==> src/rtl/decode_pkg.sv <==
// Shared decode definitions: RV opcodes, immediate formats and the immediate generator.
package decode_pkg;

  localparam logic [6:0] OP_IMM = 7'b0010011;
  localparam logic [6:0] LOAD   = 7'b0000011;
  localparam logic [6:0] JALR   = 7'b1100111;
  localparam logic [6:0] STORE  = 7'b0100011;
  localparam logic [6:0] BRANCH = 7'b1100011;
  localparam logic [6:0] LUI    = 7'b0110111;
  localparam logic [6:0] AUIPC  = 7'b0010111;
  localparam logic [6:0] JAL    = 7'b1101111;

  typedef enum logic [2:0] {
    IMM_I,
    IMM_S,
    IMM_B,
    IMM_U,
    IMM_J,
    IMM_NONE
  } imm_type_e;

  function automatic imm_type_e get_imm_type(input logic [6:0] opcode);
    imm_type_e t;
    case (opcode)
      OP_IMM, LOAD, JALR: t = IMM_I;
      STORE:              t = IMM_S;
      BRANCH:             t = IMM_B;
      LUI, AUIPC:         t = IMM_U;
      JAL:                t = IMM_J;
      default:            t = IMM_NONE;
    endcase
    return t;
  endfunction

  // 32-bit sign-extended immediate; the stage widens it to XLEN.
  function automatic logic [31:0] gen_imm(input logic [31:0] inst);
    logic [31:0] imm;
    case (get_imm_type(inst[6:0]))
      IMM_I:   imm = {{20{inst[31]}}, inst[31:20]};
      IMM_S:   imm = {{20{inst[31]}}, inst[31:25], inst[11:7]};
      IMM_B:   imm = {{19{inst[31]}}, inst[31], inst[7], inst[30:25], inst[11:8], 1'b0};
      IMM_U:   imm = {inst[31:12], 12'b0};
      IMM_J:   imm = {{11{inst[31]}}, inst[31], inst[19:12], inst[20], inst[30:21], 1'b0};
      default: imm = '0;
    endcase
    return imm;
  endfunction

endpackage

==> src/rtl/decode_regfile.sv <==
// Architectural register file: two async read ports, one write port, x0 hardwired to zero,
// async active-low clear.
module decode_regfile
  import decode_pkg::*;
#(
  parameter int unsigned XLEN   = 32,
  parameter int unsigned NREG   = 32,
  localparam int unsigned REG_AW = $clog2(NREG)
) (
  input  logic              clk_i,
  input  logic              rst_ni,
  input  logic [REG_AW-1:0] rs1_addr_i,
  input  logic [REG_AW-1:0] rs2_addr_i,
  output logic [XLEN-1:0]   rs1_data_o,
  output logic [XLEN-1:0]   rs2_data_o,
  input  logic              we_i,
  input  logic [REG_AW-1:0] waddr_i,
  input  logic [XLEN-1:0]   wdata_i
);

  logic [XLEN-1:0] regs_q [NREG];

  // Writeback into the array; x0 is never written.
  always_ff @(posedge clk_i or negedge rst_ni) begin
    if (!rst_ni) begin
      for (int i = 0; i < NREG; i++) regs_q[i] <= '0;
    end else if (we_i && (waddr_i != '0)) begin
      regs_q[waddr_i] <= wdata_i;
    end
  end

  assign rs1_data_o = (rs1_addr_i == '0) ? '0 : regs_q[rs1_addr_i];
  assign rs2_data_o = (rs2_addr_i == '0) ? '0 : regs_q[rs2_addr_i];

endmodule

==> src/rtl/decode_stage_pipe.sv <==
// Handshaked decode stage: register file read, immediate generation and ID/EX register
// with flush and refresh of held operands on writeback.
// Build option: define DECODE_WB_BYPASS_EN to forward a same-cycle writeback into the
// operands captured on accept.
module decode_stage_pipe
  import decode_pkg::*;
#(
  parameter int unsigned XLEN   = 32,
  parameter int unsigned NREG   = 32,
  localparam int unsigned REG_AW = $clog2(NREG)
) (
  input  logic              i_clk,
  input  logic              i_rst,
  input  logic              i_valid,
  output logic              o_ready,
  input  logic [31:0]       i_instruct,
  input  logic [XLEN-1:0]   i_pc,
  input  logic              i_flush,
  input  logic              i_rd_wren,
  input  logic [REG_AW-1:0] i_rd_addr,
  input  logic [XLEN-1:0]   i_rd_data,
  output logic              o_valid,
  input  logic              i_ready,
  output logic [XLEN-1:0]   o_rs1_data,
  output logic [XLEN-1:0]   o_rs2_data,
  output logic [XLEN-1:0]   o_imme_value,
  output logic [REG_AW-1:0] o_rs1_addr,
  output logic [REG_AW-1:0] o_rs2_addr,
  output logic [REG_AW-1:0] o_rd_addr,
  output logic [XLEN-1:0]   o_pc,
  output logic [31:0]       o_instruct
);

  logic [REG_AW-1:0] rs1_addr, rs2_addr, rd_addr;
  logic [XLEN-1:0]   rf_rs1, rf_rs2, rs1_sel, rs2_sel, imm_xlen;
  logic              accept;

  logic              valid_q;
  logic [XLEN-1:0]   rs1_data_q, rs2_data_q, imm_q, pc_q;
  logic [REG_AW-1:0] rs1_addr_q, rs2_addr_q, rd_addr_q;
  logic [31:0]       instruct_q;

  // Upper address bits are dropped when NREG is 16.
  assign rs1_addr = i_instruct[15 +: REG_AW];
  assign rs2_addr = i_instruct[20 +: REG_AW];
  assign rd_addr  = i_instruct[7 +: REG_AW];

  decode_regfile #(
    .XLEN (XLEN),
    .NREG (NREG)
  ) u_regfile (
    .clk_i      (i_clk),
    .rst_ni     (i_rst),
    .rs1_addr_i (rs1_addr),
    .rs2_addr_i (rs2_addr),
    .rs1_data_o (rf_rs1),
    .rs2_data_o (rf_rs2),
    .we_i       (i_rd_wren),
    .waddr_i    (i_rd_addr),
    .wdata_i    (i_rd_data)
  );

`ifdef DECODE_WB_BYPASS_EN
  assign rs1_sel = (i_rd_wren && (i_rd_addr == rs1_addr) && (rs1_addr != '0)) ? i_rd_data
                                                                              : rf_rs1;
  assign rs2_sel = (i_rd_wren && (i_rd_addr == rs2_addr) && (rs2_addr != '0)) ? i_rd_data
                                                                              : rf_rs2;
`else
  // Pre-write value; upstream hazard logic stalls a cycle for write-then-read.
  assign rs1_sel = rf_rs1;
  assign rs2_sel = rf_rs2;
`endif

  assign imm_xlen = XLEN'($signed(gen_imm(i_instruct)));

  assign o_ready = !valid_q || i_ready;
  assign accept  = i_valid && o_ready;

  // Valid flag: flush beats accept beats drain.
  always_ff @(posedge i_clk or negedge i_rst) begin
    if (!i_rst) begin
      valid_q <= 1'b0;
    end else if (i_flush) begin
      valid_q <= 1'b0;
    end else if (accept) begin
      valid_q <= 1'b1;
    end else if (i_ready) begin
      valid_q <= 1'b0;
    end
  end

  // Payload: capture on accept, otherwise refresh held operands from writeback.
  always_ff @(posedge i_clk or negedge i_rst) begin
    if (!i_rst) begin
      rs1_data_q <= '0;
      rs2_data_q <= '0;
      imm_q      <= '0;
      pc_q       <= '0;
      rs1_addr_q <= '0;
      rs2_addr_q <= '0;
      rd_addr_q  <= '0;
      instruct_q <= '0;
    end else if (!i_flush && accept) begin
      rs1_data_q <= rs1_sel;
      rs2_data_q <= rs2_sel;
      imm_q      <= imm_xlen;
      pc_q       <= i_pc;
      rs1_addr_q <= rs1_addr;
      rs2_addr_q <= rs2_addr;
      rd_addr_q  <= rd_addr;
      instruct_q <= i_instruct;
    end else if (valid_q && !i_ready && i_rd_wren) begin
      if ((i_rd_addr == rs1_addr_q) && (rs1_addr_q != '0)) rs1_data_q <= i_rd_data;
      if ((i_rd_addr == rs2_addr_q) && (rs2_addr_q != '0)) rs2_data_q <= i_rd_data;
    end
  end

  assign o_valid      = valid_q;
  assign o_rs1_data   = rs1_data_q;
  assign o_rs2_data   = rs2_data_q;
  assign o_imme_value = imm_q;
  assign o_rs1_addr   = rs1_addr_q;
  assign o_rs2_addr   = rs2_addr_q;
  assign o_rd_addr    = rd_addr_q;
  assign o_pc         = pc_q;
  assign o_instruct   = instruct_q;

endmodule
==> config.mk <==
export PLATFORM = sky130hd
export DESIGN_NAME = decode_stage_pipe
export DESIGN_NICKNAME = d
export VERILOG_FILES = /design/src/rtl/decode_pkg.sv /design/src/rtl/decode_regfile.sv /design/src/rtl/decode_stage_pipe.sv
export SDC_FILE = /design/constraint.sdc
export NUM_CORES = 2
export LEC_CHECK = 0
export CAP_MARGIN = 10
export CORE_ASPECT_RATIO = 0.7
export CORE_UTILIZATION = 29
export CTS_CLUSTER_DIAMETER = 30
export CTS_CLUSTER_SIZE = 14
export DETAILED_ROUTE_END_ITERATION = 10
export PLACE_DENSITY = 0.52
export SLEW_MARGIN = 20
export SYNTH_ARGS = -nofsm -noshare
export SYNTH_HDL_FRONTEND = slang
export SYNTH_SLANG_ARGS = --single-unit
export TNS_END_PERCENT = 20
==> constraint.sdc <==
create_clock -name i_clk -period 3.84 [get_ports i_clk]
set_input_delay 1.152 -clock i_clk [delete_from_list [all_inputs] [get_ports i_clk]]
set_output_delay 1.152 -clock i_clk [all_outputs]
set_load 0.02 [all_outputs]
==> metrics.log <==
[metrics] Worst Clk Skew: 0.0427 ns
[metrics] starting utilization of the core area: 29.3%
[metrics] power density over cell area: 582 nW/um^2
[metrics] Hold Crit Class: input port to async pin
[metrics] outcome: finished clean
[metrics] number of DRC markers after the initial detailed-route iteration: 4013
[metrics] number of instances in the synthesized netlist: 4274
[metrics] ANT nets after route: 0
[metrics] summed instance area of the synthesized netlist: 61200 um^2
[metrics] Pre-Repair DR Iteration Count: 6
[metrics] most used cells in the layout excluding fill and tap cells: sky130_fd_sc_hd__dfrtp_1 (1185), sky130_fd_sc_hd__mux2_2 (1065), sky130_fd_sc_hd__mux4_2 (419)
[metrics] DR DRC count: 0
[metrics] clock-pin slew on the worst setup and hold paths: 0.05 ns
[metrics] FF-to-FF Start: o_valid$_DFFE_PN0P_
[metrics] Bufs on Longest Clock Path: 4
[metrics] vias post-DR: a little over 40000
[metrics] number of placement rows: between 100 and 150
[metrics] Die Footprint: 213000 um^2
[metrics] Chip Width: 551 um
[metrics] Req. time, crit path: 2.69 ns
[metrics] net count reported at finish: roughly 4700
[metrics] hold-fix buffer count after cts: 0
[metrics] number of gates resized after cts: 0
[metrics] routed wl met2: roughly 99000 um
[metrics] minimum hold slack: ~0.21 ns
[metrics] initial antenna violation count: 10
[metrics] Critical Path, Cell by Cell: clkdlybuf4s50_1 > nor2b_1 > inv_1 > clkdlybuf4s50_1
[metrics] mean area per synthesized cell: 14.3 um^2
[metrics] kind of cell with the highest combined delay on the critical path: buffers and inverters
[metrics] input/output buffers: between 200 and 300
[metrics] largest incremental delay on the critical path: 0.63 ns
[metrics] most frequent standard cell in the layout excluding fill and tap cells: sky130_fd_sc_hd__dfrtp_1
[metrics] detail-routed net length per standard cell: 29.8 um
[metrics] maximum fanout along the worst path: 2
[metrics] Slowest-stage cell, CP: sky130_fd_sc_hd__clkdlybuf4s50_1
[metrics] Post-Place Cells: 7119
[metrics] die span in y: 386 um
[metrics] CTS buffer count: 219
[metrics] Fillers: 19900
[metrics] total wirelength of the detailed-routed design: 224000 um
[metrics] net count after synthesis: between 4000 and 5000
[metrics] post-detailed-placement half-perimeter wirelength: 141000 um
[metrics] setup repair after global routing missed its margin: no
[metrics] Max rail drop VDD: 0.000397 V
[metrics] overflow left after global routing: 0
[metrics] fin. max-slew vios: 0
[metrics] root buffer cell: sky130_fd_sc_hd__clkbuf_16
[metrics] number of levels in the clock H-tree: 4
[metrics] most common flop cell mapped by yosys: sky130_fd_sc_hd__dfrtp_1
[metrics] drt via density: ~5.5
[metrics] # setup viols final: 0
[metrics] flops & latches, synth: 1185
[metrics] Critical path buffers and inverters: 3
[metrics] number of distinct standard cells referenced by the synthesized netlist: 58
[metrics] Crit. End Element: primary output
[metrics] share of the yosys chip area belonging to registers: 48.4%
[metrics] Worst setup SP type: input port
[metrics] Top Metal Used: met5
[metrics] Async SR Flop Fraction: 100%
[metrics] actual transition at the worst max-transition pin: 1.05 ns
[metrics] Worst-Skew Late Latency: roughly 0.85 ns
[metrics] max-capacitance violation count: 0
[metrics] depth of the worst register-to-register path: 8
[metrics] wire length of the first global-routing pass: 325000 um
[metrics] last weighted congestion value of the routability-driven placer: 0.818
[metrics] relative max-transition margin: between 20 and 30%
[metrics] arrival time at the worst endpoint: 2.42 ns
[metrics] area of the core: ~210000 um^2
[metrics] routed metal-1 wire length: 104000 um
[metrics] boundary pin count: 284
[metrics] crit share post-route: 93.1%
[metrics] P_leak: roughly 33 nW
[metrics] endpoints failing hold: 0
[metrics] TritonCTS sink count: 1185
[metrics] final cell count without fillers: 7517
[metrics] Register-to-Register Setup Slack: 1.42 ns
[metrics] Highest Clock Rate: between 0.2 and 0.3 GHz
[metrics] number of warnings issued by yosys: 0
[metrics] number of buffers inserted by post-CTS setup repair: 0
[metrics] most used cell along the critical path: sky130_fd_sc_hd__clkdlybuf4s50_1
[metrics] fraction of layout cells with a size suffix above 1: 46.5%
[metrics] post-layout min period: 3.57 ns
[metrics] detailed route wirelength on metal3: 15800 um
[metrics] via count of the first global-routing pass: 42600
[metrics] TritonCTS clock tree: built
[metrics] number of enable flip-flop cells after synthesis: 0
[metrics] kind of critical path: input port to primary output
[metrics] growth of design area from synthesis to finish: 25.0%
[metrics] GR Util All Layers: 21.0%
[metrics] maximum number of pins on one net before global-route repair: 122
[metrics] Reg2Reg Capture Point: o_rs2_data[11]$_DFFE_PN0P_
-- Yosys cell counts, types with 30 or more instances --
master,instances,area (um^2)
sky130_fd_sc_hd__dfrtp_1,1185,29700
sky130_fd_sc_hd__nand2_1,238,893
sky130_fd_sc_hd__mux2i_1,272,2720
sky130_fd_sc_hd__o22ai_1,32,200
sky130_fd_sc_hd__clkbuf_1,258,968
sky130_fd_sc_hd__nor2_1,69,259
sky130_fd_sc_hd__a2bb2oi_1,30,263
sky130_fd_sc_hd__buf_4,46,345
sky130_fd_sc_hd__buf_1,65,244
sky130_fd_sc_hd__buf_2,83,415
sky130_fd_sc_hd__a21oi_1,30,150
sky130_fd_sc_hd__mux4_2,419,9440
sky130_fd_sc_hd__o221ai_1,32,280
sky130_fd_sc_hd__a211oi_1,31,233
sky130_fd_sc_hd__a22o_1,65,569
sky130_fd_sc_hd__a22oi_1,73,548
sky130_fd_sc_hd__o21ai_0,63,315
sky130_fd_sc_hd__mux2_2,1065,12000
-- per-stage QoR --
| step | utilization, % | instance area [um^2] | TNS (ns) | setup slack, ns | power [mW] |
|---|---|---|---|---|---|
| after floorplan | - | 61200 | 0 | 0.816 | 21.4 |
| after global placement | 33.0 | 68900 | -0.0386 | -0.0386 | 24.3 |
| after detailed placement | 33.0 | 68900 | 0 | 0.0219 | 24.5 |
| after CTS | 36.7 | 76600 | 0 | 0.267 | 44.8 |
| after global routing | 36.6 | 76600 | 0 | 0.243 | 46.3 |
| final | 36.6 | 76600 | 0 | 0.266 | 44.5 |
-- worst max path at each step --
stage,from,cells after the start,slack (ns),end
after floorplan,i_instruct[15],8,0.82,o_rs1_data[29]$_DFFE_PN0P_
after global placement,i_flush,6,-0.04,o_rs2_data[30]$_DFFE_PN0P_
after detailed placement,i_flush,8,0.02,o_rs2_data[11]$_DFFE_PN0P_
after CTS,i_ready,4,0.27,o_ready
after global routing,i_ready,4,0.24,o_ready
final,i_ready,4,0.27,o_ready
-- report_power, final --
part,switching (mW),internal [mW]
combinational,3.24,4.44
sequential,1.86,14.8
clock,6.94,13.3
-- final cells by class --
class	count	area [um^2]	area share, %
Timing Repair Buffer	555	6150	8.03
Multi-Input combinational cell	2606	29600	38.7
Tap cell	2769	3460	4.52
Inverter	4	15.0	0.0196
Clock buffer	274	6030	7.87
Antenna cell	2	5.00	0.00654
Sequential cell	1185	29700	38.7
Clock inverter	122	1640	2.15
-- routing by layer --
layer	vias up	global-route usage, %
li1	17000	-
met1	22700	31.1
met2	1555	30.9
met3	337	4.45
met4	2	4.90
met5	-	0
-- state kept, by name (all words and copies together), names as in the netlist --
signal,count
u_regfile.regs_q,1024
o_rs1_data,32
o_rs2_data,32
o_valid,1
o_imme_value,32
o_rs2_addr,4
o_rs1_addr,4
o_pc,32
o_rd_addr,4
o_instruct,20
-- cell families (layout without fill, tap and decap cells) --
group	count (synthesis)	after routing	share of synthesized area (%)
muxes	1756	1756	39.4
DFF	1185	1185	48.4
buffers and inverters	483	955	3.75
AOI/OAI and AO/OA	449	449	5.49
and+or+nand+nor	393	393	2.79
xor gates and xnor gates	8	8	0.114
other	0	2	0
-- worst reg2reg max path: cells and delay by family (launching register included) --
| kind | cells | cell delay [ns] |
|---|---|---|
| AOI/OAI and AO/OA | 3 | 0.33 |
| buffers and inverters | 3 | 0.66 |
| DFF | 1 | 0.38 |
| and+or+nand+nor | 2 | 0.97 |
No activity file was read; power rests on OpenSTA's default activity.
